File: config.mk
export PLATFORM = sky130hd
export DESIGN_NAME = control_sequencer_flat
export DESIGN_NICKNAME = d
export VERILOG_FILES = /design/src/rtl/cpu_ctrl_pkg.sv /design/src/rtl/control_sequencer_if.sv /design/src/rtl/ctrl_decode.sv /design/src/rtl/control_sequencer.sv /design/src/flat_wrapper.sv
export SDC_FILE = /design/constraint.sdc
export NUM_CORES = 1
export LEC_CHECK = 0
export BUFFER_PORTS_ARGS = -buffer_cell sky130_fd_sc_hd__clkbuf_2
export CAP_MARGIN = 10
export CORE_ASPECT_RATIO = 0.7
export CORE_MARGIN = 4
export CORE_UTILIZATION = 52
export CTS_BUF_LIST = sky130_fd_sc_hd__clkbuf_16
export DETAILED_ROUTE_END_ITERATION = 6
export PLACE_DENSITY = 0.79
export SYNTH_ARGS = -nofsm -noshare
export SYNTH_HDL_FRONTEND = slang
export SYNTH_SLANG_ARGS = --single-unit
File: constraint.sdc
create_clock -name clk -period 1.8 [get_ports clk]
set_input_delay 0.09 -clock clk [delete_from_list [all_inputs] [get_ports clk]]
set_output_delay 0.09 -clock clk [all_outputs]
set_load 0.005 [all_outputs]
File: src/rtl/cpu_ctrl_pkg.sv
// cpu_ctrl_pkg
//   Shared definitions for the accumulator-machine control unit: opcode width,
//   FSM state encodings, opcode constants, bus-index and ALU-op constants, and
//   the decoded-instruction record passed from ctrl_decode to the sequencer.
//   Optional feature macro (consumed by ctrl_decode): CTRL_COND_BRANCH_EN.
package cpu_ctrl_pkg;

   localparam int OPC_W = 5;

   typedef enum logic [3:0] {
      ST_IDLE = 4'd0,
      ST_F0   = 4'd1,
      ST_F1   = 4'd2,
      ST_F2   = 4'd3,
      ST_D    = 4'd4,
      ST_EX   = 4'd5,
      ST_M0   = 4'd6,
      ST_M1   = 4'd7,
      ST_M2   = 4'd8,
      ST_HALT = 4'd9
   } state_t;

   // Opcodes
   localparam logic [OPC_W-1:0] OP_NOP    = 5'h00;
   localparam logic [OPC_W-1:0] OP_HALT   = 5'h01;
   localparam logic [OPC_W-1:0] OP_LD     = 5'h02;
   localparam logic [OPC_W-1:0] OP_ST     = 5'h03;
   localparam logic [OPC_W-1:0] OP_MOVA   = 5'h04;
   localparam logic [OPC_W-1:0] OP_MOVT   = 5'h05;
   localparam logic [OPC_W-1:0] OP_INCD   = 5'h06;
   localparam logic [OPC_W-1:0] OP_ALU_LO = 5'h08;
   localparam logic [OPC_W-1:0] OP_ALU_HI = 5'h0E;
   localparam logic [OPC_W-1:0] OP_SHL_LO = 5'h10;
   localparam logic [OPC_W-1:0] OP_SHL_HI = 5'h13;
   localparam logic [OPC_W-1:0] OP_JMP    = 5'h18;
   localparam logic [OPC_W-1:0] OP_JZ     = 5'h19;
   localparam logic [OPC_W-1:0] OP_JC     = 5'h1A;
   localparam logic [OPC_W-1:0] OP_JN     = 5'h1B;

   // Register-bank / bus indices (MDR is a bus-B source only)
   localparam logic [2:0] BUS_PC   = 3'd0;
   localparam logic [2:0] BUS_DPTR = 3'd1;
   localparam logic [2:0] BUS_A    = 3'd2;
   localparam logic [2:0] BUS_TEMP = 3'd3;
   localparam logic [2:0] BUS_ACC  = 3'd4;
   localparam logic [2:0] BUS_MDR  = 3'd5;

   // ALU operations
   localparam logic [2:0] ALU_PASSB = 3'b000;
   localparam logic [2:0] ALU_INC   = 3'b001;
   localparam logic [2:0] ALU_ADD   = 3'b010;
   localparam logic [2:0] ALU_SUB   = 3'b011;
   localparam logic [2:0] ALU_AND   = 3'b100;
   localparam logic [2:0] ALU_OR    = 3'b101;
   localparam logic [2:0] ALU_XOR   = 3'b110;
   localparam logic [2:0] ALU_SHL   = 3'b111;

   // Instruction class; SKIP is a not-taken conditional branch.
   typedef enum logic [2:0] {
      CLS_NONE, CLS_EX, CLS_LD, CLS_ST, CLS_JMP, CLS_SKIP
   } cls_t;

   // Fields the sequencer keeps after the decode cycle.
   typedef struct packed {
      cls_t       cls;
      logic [2:0] selop;
      logic [1:0] shamt;
      logic [2:0] bus_b;
      logic [2:0] bus_c;
      logic       enaf;
   } ex_t;

   typedef struct packed {
      ex_t    ex;
      state_t nxt;       // state to enter after D
      logic   illegal;   // undefined opcode
   } dec_t;

endpackage

File: src/rtl/control_sequencer_if.sv
// control_sequencer_if
//   Control/status bundle between control_sequencer (master) and memory_system
//   (slave): instruction and ALU flags in, every datapath strobe and select out.
interface control_sequencer_if;
   import cpu_ctrl_pkg::*;

   logic [OPC_W-1:0] instruction;
   logic             C, N, P, Z;
   logic             ir_sclr, mar_sclr, enaf, bank_wr_en, ir_en, mar_en;
   logic             wr_rdn, mdr_alu_n, mdr_en;
   logic [2:0]       selop;
   logic [1:0]       shamt;
   logic [2:0]       busB_addr, busC_addr;

   modport master (
      input  instruction, C, N, P, Z,
      output ir_sclr, mar_sclr, enaf, bank_wr_en, ir_en, mar_en,
             wr_rdn, mdr_alu_n, mdr_en, selop, shamt, busB_addr, busC_addr
   );

   modport slave (
      output instruction, C, N, P, Z,
      input  ir_sclr, mar_sclr, enaf, bank_wr_en, ir_en, mar_en,
             wr_rdn, mdr_alu_n, mdr_en, selop, shamt, busB_addr, busC_addr
   );
endinterface

File: src/rtl/ctrl_decode.sv
// ctrl_decode
//   Combinational opcode decoder: opcode + flags -> class, ALU op, shift
//   amount, bus selects, flag enable, next state after D, illegal.
//   Ports: opcode (in, OPC_W), c/n/z (in, flags), dec (out, dec_t).
//   Macro CTRL_COND_BRANCH_EN: when defined 19/1A/1B decode as JZ/JC/JN,
//   otherwise they are undefined opcodes.
module ctrl_decode
   import cpu_ctrl_pkg::*;
(
   input  logic [OPC_W-1:0] opcode,
   input  logic             c,
   input  logic             n,
   input  logic             z,
   output dec_t             dec
);

   // NOTE: every output gets a default before the case so no path leaves a
   // field unassigned, which would infer a latch.
   always_comb begin
      dec        = '0;
      dec.nxt    = ST_F0;
      dec.ex.cls = CLS_NONE;
      case (opcode) inside
         OP_NOP:  dec.nxt = ST_F0;
         OP_HALT: dec.nxt = ST_HALT;
         OP_LD: begin
            dec.ex.cls = CLS_LD;
            dec.nxt    = ST_M0;
         end
         OP_ST: begin
            dec.ex.cls = CLS_ST;
            dec.nxt    = ST_M0;
         end
         OP_MOVA, OP_MOVT: begin
            dec.ex.cls   = CLS_EX;
            dec.ex.bus_b = BUS_ACC;
            dec.ex.bus_c = (opcode == OP_MOVA) ? BUS_A : BUS_TEMP;
            dec.nxt      = ST_EX;
         end
         OP_INCD: begin
            dec.ex.cls   = CLS_EX;
            dec.ex.bus_b = BUS_DPTR;
            dec.ex.selop = ALU_INC;
            dec.ex.bus_c = BUS_DPTR;
            dec.nxt      = ST_EX;
         end
         [OP_ALU_LO:OP_ALU_HI]: begin
            // A is the ALU's fixed left operand; TEMP arrives on bus B.
            dec.ex.cls   = CLS_EX;
            dec.ex.bus_b = BUS_TEMP;
            dec.ex.selop = opcode[2:0];
            dec.ex.bus_c = BUS_ACC;
            dec.ex.enaf  = 1'b1;
            dec.nxt      = ST_EX;
         end
         [OP_SHL_LO:OP_SHL_HI]: begin
            dec.ex.cls   = CLS_EX;
            dec.ex.bus_b = BUS_ACC;
            dec.ex.selop = ALU_SHL;
            dec.ex.shamt = opcode[1:0];
            dec.ex.bus_c = BUS_ACC;
            dec.ex.enaf  = 1'b1;
            dec.nxt      = ST_EX;
         end
         OP_JMP: begin
            dec.ex.cls = CLS_JMP;
            dec.nxt    = ST_M0;
         end
`ifdef CTRL_COND_BRANCH_EN
         // Flags are sampled here, in the D cycle; a not-taken branch only
         // steps PC past its operand byte.
         OP_JZ: begin
            dec.ex.cls = z ? CLS_JMP : CLS_SKIP;
            dec.nxt    = ST_M0;
         end
         OP_JC: begin
            dec.ex.cls = c ? CLS_JMP : CLS_SKIP;
            dec.nxt    = ST_M0;
         end
         OP_JN: begin
            dec.ex.cls = n ? CLS_JMP : CLS_SKIP;
            dec.nxt    = ST_M0;
         end
`else
         OP_JZ, OP_JC, OP_JN: begin
            dec.illegal = 1'b1;
            dec.nxt     = ST_HALT;
         end
`endif
         default: begin
            dec.illegal = 1'b1;
            dec.nxt     = ST_HALT;
         end
      endcase
   end

`ifndef CTRL_COND_BRANCH_EN
   logic unused_flags;
   assign unused_flags = c ^ n ^ z;
`endif

endmodule

File: src/rtl/control_sequencer.sv
// control_sequencer
//   Fetch/decode/execute sequencer for the 8-bit accumulator machine. Drives
//   every memory_system control from the current state plus the instruction
//   fields latched in the decode cycle (Moore outputs).
//   Ports: clk, rst (async, active high), run (start from IDLE),
//          bus (control_sequencer_if.master: instruction/flags in, strobes out),
//          halted (IDLE or HALT), illegal (sticky undefined-opcode flag),
//          state_dbg (current state encoding).
//   Macro CTRL_COND_BRANCH_EN enables JZ/JC/JN (see ctrl_decode).
module control_sequencer
   import cpu_ctrl_pkg::*;
(
   input  logic                clk,
   input  logic                rst,
   input  logic                run,
   control_sequencer_if.master bus,
   output logic                halted,
   output logic                illegal,
   output logic [3:0]          state_dbg
);

   state_t state, state_nxt;
   dec_t   dec;
   ex_t    ex_q;
   logic   unused_p;

   ctrl_decode u_decode (
      .opcode (bus.instruction),
      .c      (bus.C),
      .n      (bus.N),
      .z      (bus.Z),
      .dec    (dec)
   );

   // NOTE: state registers use non-blocking assignments so every flop samples
   // pre-edge values regardless of process ordering.
   always_ff @(posedge clk or posedge rst) begin
      if (rst) begin
         state   <= ST_IDLE;
         ex_q    <= '0;
         illegal <= 1'b0;
      end else begin
         state <= state_nxt;
         if (state == ST_D) begin
            ex_q <= dec.ex;
            if (dec.illegal) illegal <= 1'b1;
         end
      end
   end

   always_comb begin
      state_nxt = state;
      case (state)
         ST_IDLE: if (run) state_nxt = ST_F0;
         ST_F0:   state_nxt = ST_F1;
         ST_F1:   state_nxt = ST_F2;
         ST_F2:   state_nxt = ST_D;
         ST_D:    state_nxt = dec.nxt;
         ST_EX:   state_nxt = ST_F0;
         ST_M0:   state_nxt = (ex_q.cls == CLS_SKIP) ? ST_F0 : ST_M1;
         ST_M1:   state_nxt = ST_M2;
         ST_M2:   state_nxt = ST_F0;
         ST_HALT: state_nxt = ST_HALT;
         default: state_nxt = ST_IDLE;
      endcase
   end

   always_comb begin
      bus.ir_sclr    = 1'b0;
      bus.mar_sclr   = 1'b0;
      bus.enaf       = 1'b0;
      bus.bank_wr_en = 1'b0;
      bus.ir_en      = 1'b0;
      bus.mar_en     = 1'b0;
      bus.wr_rdn     = 1'b0;
      bus.mdr_alu_n  = 1'b0;
      bus.mdr_en     = 1'b0;
      bus.selop      = ALU_PASSB;
      bus.shamt      = 2'd0;
      bus.busB_addr  = BUS_PC;
      bus.busC_addr  = BUS_PC;
      case (state)
         ST_IDLE: begin
            bus.ir_sclr  = 1'b1;
            bus.mar_sclr = 1'b1;
         end
         ST_F0: bus.mar_en = 1'b1;                  // MAR <= PC
         ST_F1: begin                               // MDR <= mem, PC <= PC+1
            bus.mdr_alu_n  = 1'b1;
            bus.mdr_en     = 1'b1;
            bus.selop      = ALU_INC;
            bus.bank_wr_en = 1'b1;
         end
         ST_F2: begin                               // IR <= MDR
            bus.busB_addr = BUS_MDR;
            bus.ir_en     = 1'b1;
         end
         ST_EX: begin
            bus.busB_addr  = ex_q.bus_b;
            bus.selop      = ex_q.selop;
            bus.shamt      = ex_q.shamt;
            bus.busC_addr  = ex_q.bus_c;
            bus.enaf       = ex_q.enaf;
            bus.bank_wr_en = 1'b1;
         end
         ST_M0: begin
            case (ex_q.cls)
               CLS_LD, CLS_ST: begin
                  bus.busB_addr = BUS_DPTR;
                  bus.mar_en    = 1'b1;
               end
               CLS_JMP: bus.mar_en = 1'b1;          // MAR <= PC (operand)
               CLS_SKIP: begin                      // step over operand
                  bus.selop      = ALU_INC;
                  bus.bank_wr_en = 1'b1;
               end
               default: ;
            endcase
         end
         ST_M1: begin
            case (ex_q.cls)
               CLS_LD: begin
                  bus.mdr_alu_n = 1'b1;
                  bus.mdr_en    = 1'b1;
               end
               CLS_ST: begin                        // MDR <= ACC via ALU
                  bus.busB_addr = BUS_ACC;
                  bus.mdr_en    = 1'b1;
               end
               CLS_JMP: begin
                  bus.mdr_alu_n  = 1'b1;
                  bus.mdr_en     = 1'b1;
                  bus.selop      = ALU_INC;
                  bus.bank_wr_en = 1'b1;
               end
               default: ;
            endcase
         end
         ST_M2: begin
            case (ex_q.cls)
               CLS_LD: begin
                  bus.busB_addr  = BUS_MDR;
                  bus.busC_addr  = BUS_ACC;
                  bus.bank_wr_en = 1'b1;
               end
               CLS_ST: bus.wr_rdn = 1'b1;
               CLS_JMP: begin
                  bus.busB_addr  = BUS_MDR;
                  bus.bank_wr_en = 1'b1;
               end
               default: ;
            endcase
         end
         default: ;
      endcase
   end

   assign halted    = (state == ST_IDLE) || (state == ST_HALT);
   assign state_dbg = state;
   assign unused_p  = bus.P;

endmodule

File: src/flat_wrapper.sv
// flat-port wrapper written by rule: the top's interface ports become plain ports
module control_sequencer_flat import cpu_ctrl_pkg::*;
  (clk, rst, run, halted, illegal, state_dbg, bus_instruction, bus_C, bus_N, bus_P, bus_Z, bus_ir_sclr, bus_mar_sclr, bus_enaf, bus_bank_wr_en, bus_ir_en, bus_mar_en, bus_wr_rdn, bus_mdr_alu_n, bus_mdr_en, bus_selop, bus_shamt, bus_busB_addr, bus_busC_addr);
  control_sequencer_if bus_i ();
  input  logic clk;
  input  logic rst;
  input  logic run;
  output logic halted;
  output logic illegal;
  output logic [3:0] state_dbg;
  input wire logic [$bits(bus_i.instruction)-1:0] bus_instruction;
  input wire logic [$bits(bus_i.C)-1:0] bus_C;
  input wire logic [$bits(bus_i.N)-1:0] bus_N;
  input wire logic [$bits(bus_i.P)-1:0] bus_P;
  input wire logic [$bits(bus_i.Z)-1:0] bus_Z;
  output wire logic [$bits(bus_i.ir_sclr)-1:0] bus_ir_sclr;
  output wire logic [$bits(bus_i.mar_sclr)-1:0] bus_mar_sclr;
  output wire logic [$bits(bus_i.enaf)-1:0] bus_enaf;
  output wire logic [$bits(bus_i.bank_wr_en)-1:0] bus_bank_wr_en;
  output wire logic [$bits(bus_i.ir_en)-1:0] bus_ir_en;
  output wire logic [$bits(bus_i.mar_en)-1:0] bus_mar_en;
  output wire logic [$bits(bus_i.wr_rdn)-1:0] bus_wr_rdn;
  output wire logic [$bits(bus_i.mdr_alu_n)-1:0] bus_mdr_alu_n;
  output wire logic [$bits(bus_i.mdr_en)-1:0] bus_mdr_en;
  output wire logic [$bits(bus_i.selop)-1:0] bus_selop;
  output wire logic [$bits(bus_i.shamt)-1:0] bus_shamt;
  output wire logic [$bits(bus_i.busB_addr)-1:0] bus_busB_addr;
  output wire logic [$bits(bus_i.busC_addr)-1:0] bus_busC_addr;
  assign bus_i.instruction = bus_instruction;
  assign bus_i.C = bus_C;
  assign bus_i.N = bus_N;
  assign bus_i.P = bus_P;
  assign bus_i.Z = bus_Z;
  assign bus_ir_sclr = bus_i.ir_sclr;
  assign bus_mar_sclr = bus_i.mar_sclr;
  assign bus_enaf = bus_i.enaf;
  assign bus_bank_wr_en = bus_i.bank_wr_en;
  assign bus_ir_en = bus_i.ir_en;
  assign bus_mar_en = bus_i.mar_en;
  assign bus_wr_rdn = bus_i.wr_rdn;
  assign bus_mdr_alu_n = bus_i.mdr_alu_n;
  assign bus_mdr_en = bus_i.mdr_en;
  assign bus_selop = bus_i.selop;
  assign bus_shamt = bus_i.shamt;
  assign bus_busB_addr = bus_i.busB_addr;
  assign bus_busC_addr = bus_i.busC_addr;
  control_sequencer u_core (.clk(clk), .rst(rst), .run(run), .bus(bus_i), .halted(halted), .illegal(illegal), .state_dbg(state_dbg));
endmodule
==> impl_metrics.ini <==
[finish]
final_cells = 227
diodes = 0
final_area_um2 = 1710
drive_above_1_share = 0.269
finalNetCount = 206
area_growth_pct = 17.3

[logic_synthesis]
synthCells = 169
ys_seq_elements = 19
synth_cell_types = 50
synthFlopType = dfrtp_1
synth_edf_count = 0
yosysWarnings = 0
async_flop_share = 1.00
yosysSeqAreaShare = 0.327
netlist_area_um2 = 1450
synth.avg_cell_area_um2 = 8.60
synth_fp_nets = 181

[sta]
hold_viol = 0
relSlewSlack = 0.502
rsz0062_at_grt = yes
worst_slew_pin_slew_ns = 0.746
fmax_ghz = 0.577
tns_ns = 0
finClkSkew_ns = 0.00365
period_share = 0.963
finalCriticalPeriod_ns = 1.73
setup_viol = 0
maxSlewViolCount = 0

[die]
ios = 38
die_h_um = 52.2
rows = 15
core_area_um2 = 2570
die_area_um2 = 3720
start_util = 0.565
die_x_um = 71.2

[critical_path]
crit_end = bus_busC_addr[2]
regToRegStartpoint = u_core.state_dbg[0]
worst-r2r-cell-count = 2
worstPathArrival_ns = 1.64
end_kind = primary output
critical_path_required_ns = 1.71
cp_cell_sequence = buf_6 > nor4bb_1 > buf_4 > and2_1 > o21bai_1 > clkbuf_2
r2r_slack_ns = 0.19
slowest_delay_ns = 0.39
startpoint = u_core.state_dbg[1]
slowest_stage = dfrtp_1
crit_fanout = 16
reg2reg_to = u_core.ex_q[8]
cp-start-kind = register
worst-setup-path-type = register to primary output

[power_and_ir_drop]
power.share.combinational = 0.497
netSwitchingPower_w = 0.00102
p_sw_frac = 0.413
pwr-share-seq = 0.313
leakagePower_nw = 0.786
intPower_w = 0.00145
powerDensity_nw_per_um2 = 1450
fin_total_pwr_w = 0.00247
power.share.clock = 0.190
peakVddDrop_mv = 0.862

[global_route]
grt_pass1_wl_um = 6330
grt_max_degree = 32
antenna_found_initial = 0
grt_pass1_vias = 1298
gr-total-overflow = 0
grtUsageTotal = 0.224

[placement]
place_hpwl_um = 2640
io_buffers = 33
place_congestion = 0.795
placedCellCount = 221
place_area_um2 = 1600

[cts]
cts_tree = done
cts_buffer_depth = 2
cts.clk_slew.worst_paths_ns = 0.06
clkLatencyLatePin_ns = 0.26
cts-root-buf = clkbuf_16
htreeDepth = 1
cts_buffers = 3
cts_sinks = 19

[hold_path]
min_path_type = input pin to register

[run]
maxCapViolCount = 0

[drt]
drc = 0
wl_per_cell_um = 16.8
viasPerCell = 6.09
drt_wl_total_um = 3820
drt_pre_antenna_iters = 4
ant_nets = 0
vias = 1382
drt_iter0_markers = 123

[outcome]
status = completed
## cell usage after synthesis, types with 3 or more instances
| library cell | instances | area share |
|---|---|---|
| buf_6 | 3 | 0.023 |
| a211oi_1 | 3 | 0.015 |
| nor3b_1 | 5 | 0.026 |
| o21ai_0 | 7 | 0.024 |
| nor2b_1 | 5 | 0.022 |
| buf_1 | 3 | 0.0077 |
| nor2_1 | 7 | 0.018 |
| o31ai_1 | 4 | 0.021 |
| clkbuf_1 | 11 | 0.028 |
| dfrtp_1 | 19 | 0.33 |
| a21oi_1 | 6 | 0.021 |
| nand3b_1 | 3 | 0.015 |
| nand2_1 | 18 | 0.046 |
| nor4bb_1 | 3 | 0.021 |
| and2_1 | 9 | 0.039 |
| inv_1 | 7 | 0.018 |
| o41ai_2 | 5 | 0.056 |
| o211ai_1 | 5 | 0.026 |
| nand2b_1 | 6 | 0.026 |
## through the flow
stage | utilization | hold slack (ns) | setup slack [ns]
after CTS | 0.655 | 0.214 | 0.00228
after detailed placement | 0.620 | 0.226 | 0.241
after global routing | 0.663 | 0.239 | -0.0256
after floorplan | - | 0.0411 | 0.182
final | 0.663 | 0.231 | 0.0667
after global placement | 0.620 | 0.211 | 0.261
## metal layers
metal,up-vias,part of all wire,GRT usage
met1,647,0.44,0.301
met5,-,0,0
met4,0,0.027,0.0969
li1,666,-,-
met2,58,0.46,0.343
met3,11,0.072,0.0575
## power groups by stage
stage	Sequential, W	Combinational, W	Clock [W]
3_3_place_gp	0.000753	0.00113	0
6_report	0.000772	0.00123	0.000471
4_1_cts	0.000760	0.00121	0.000475
2_1_floorplan	0.000692	0.000897	0
3_5_place_dp	0.000765	0.00120	0
5_1_grt	0.000800	0.00137	0.000496
## what timing repair did
| action | in CTS | in global routing |
|---|---|---|
| hold endpoints to repair | 19 | 0 |
| setup buffers | 0 | 1 |
| gates resized for setup | 0 | 4 |
| endpoints found under the setup margin | 0 | 3 |
| hold buffers | 1 | 0 |
## cell type report
class / instances / area [um^2]
clock inverter: 1 / 3.75
tap: 34 / 42.5
timing repair buffer: 40 / 228
clock buffer: 3 / 75.1
inverter: 7 / 26.3
fill: 209 / 866
multi-input combinational: 123 / 853
sequential: 19 / 477
## registers in the layout, summed over array words and instances, names as in the netlist
register and count:
u_core.illegal 1, u_core.state_dbg 4, u_core.ex_q 14
## cells in the final DEF (no fill, tap or decap), drive strengths merged, types with 2 or more instances in the layout
| cell | count |
|---|---|
| o21bai | 2 |
| o41ai | 6 |
| nor2 | 7 |
| and2 | 9 |
| nor3b | 5 |
| a21oi | 6 |
| inv | 8 |
| o21ai | 8 |
| nand3 | 2 |
| a211oi | 3 |
| nand2 | 18 |
| nand4b | 2 |
| a31oi | 2 |
| nor4 | 2 |
| dfrtp | 19 |
| nor2b | 5 |
| nor4b | 2 |
| o2bb2ai | 2 |
| clkbuf | 36 |
| nand2b | 6 |
| o211ai | 5 |
| a22oi | 2 |
| o31ai | 4 |
| nor4bb | 3 |
| buf | 6 |
| nand3b | 3 |
## kinds of logic (layout without fill, tap and decap cells)
group | count (synthesis) | after routing | synth area share
muxes | 1 | 1 | 0.00688
xor gates and xnor gates | 2 | 2 | 0.0121
buffers and inverters | 27 | 51 | 0.0895
DFF | 19 | 19 | 0.327
and+or+nand+nor | 72 | 72 | 0.302
AOI/OAI and AO/OA | 48 | 48 | 0.262
## worst min-delay path by stage
stage,cells past startpoint,from,slack [ns],to
5_1_grt,2,bus_instruction[2],0.24,u_core.ex_q[13]
6_report,2,bus_instruction[2],0.23,u_core.ex_q[13]
3_5_place_dp,2,rst,0.23,u_core.ex_q[0]
4_1_cts,2,bus_instruction[2],0.21,u_core.ex_q[13]
2_1_floorplan,1,rst,0.04,u_core.ex_q[0]
3_3_place_gp,2,rst,0.21,u_core.ex_q[0]
## worst max-delay path: cells and delay by family (launching register included)
| kind | cells | cell delay [ns] |
|---|---|---|
| AO/OA/AOI/OAI | 1 | 0.11 |
| AND/OR/NAND/NOR | 2 | 0.42 |
| buffers and inverters | 3 | 0.47 |
| flip-flops | 1 | 0.39 |
(Power assumes the default switching activity.)
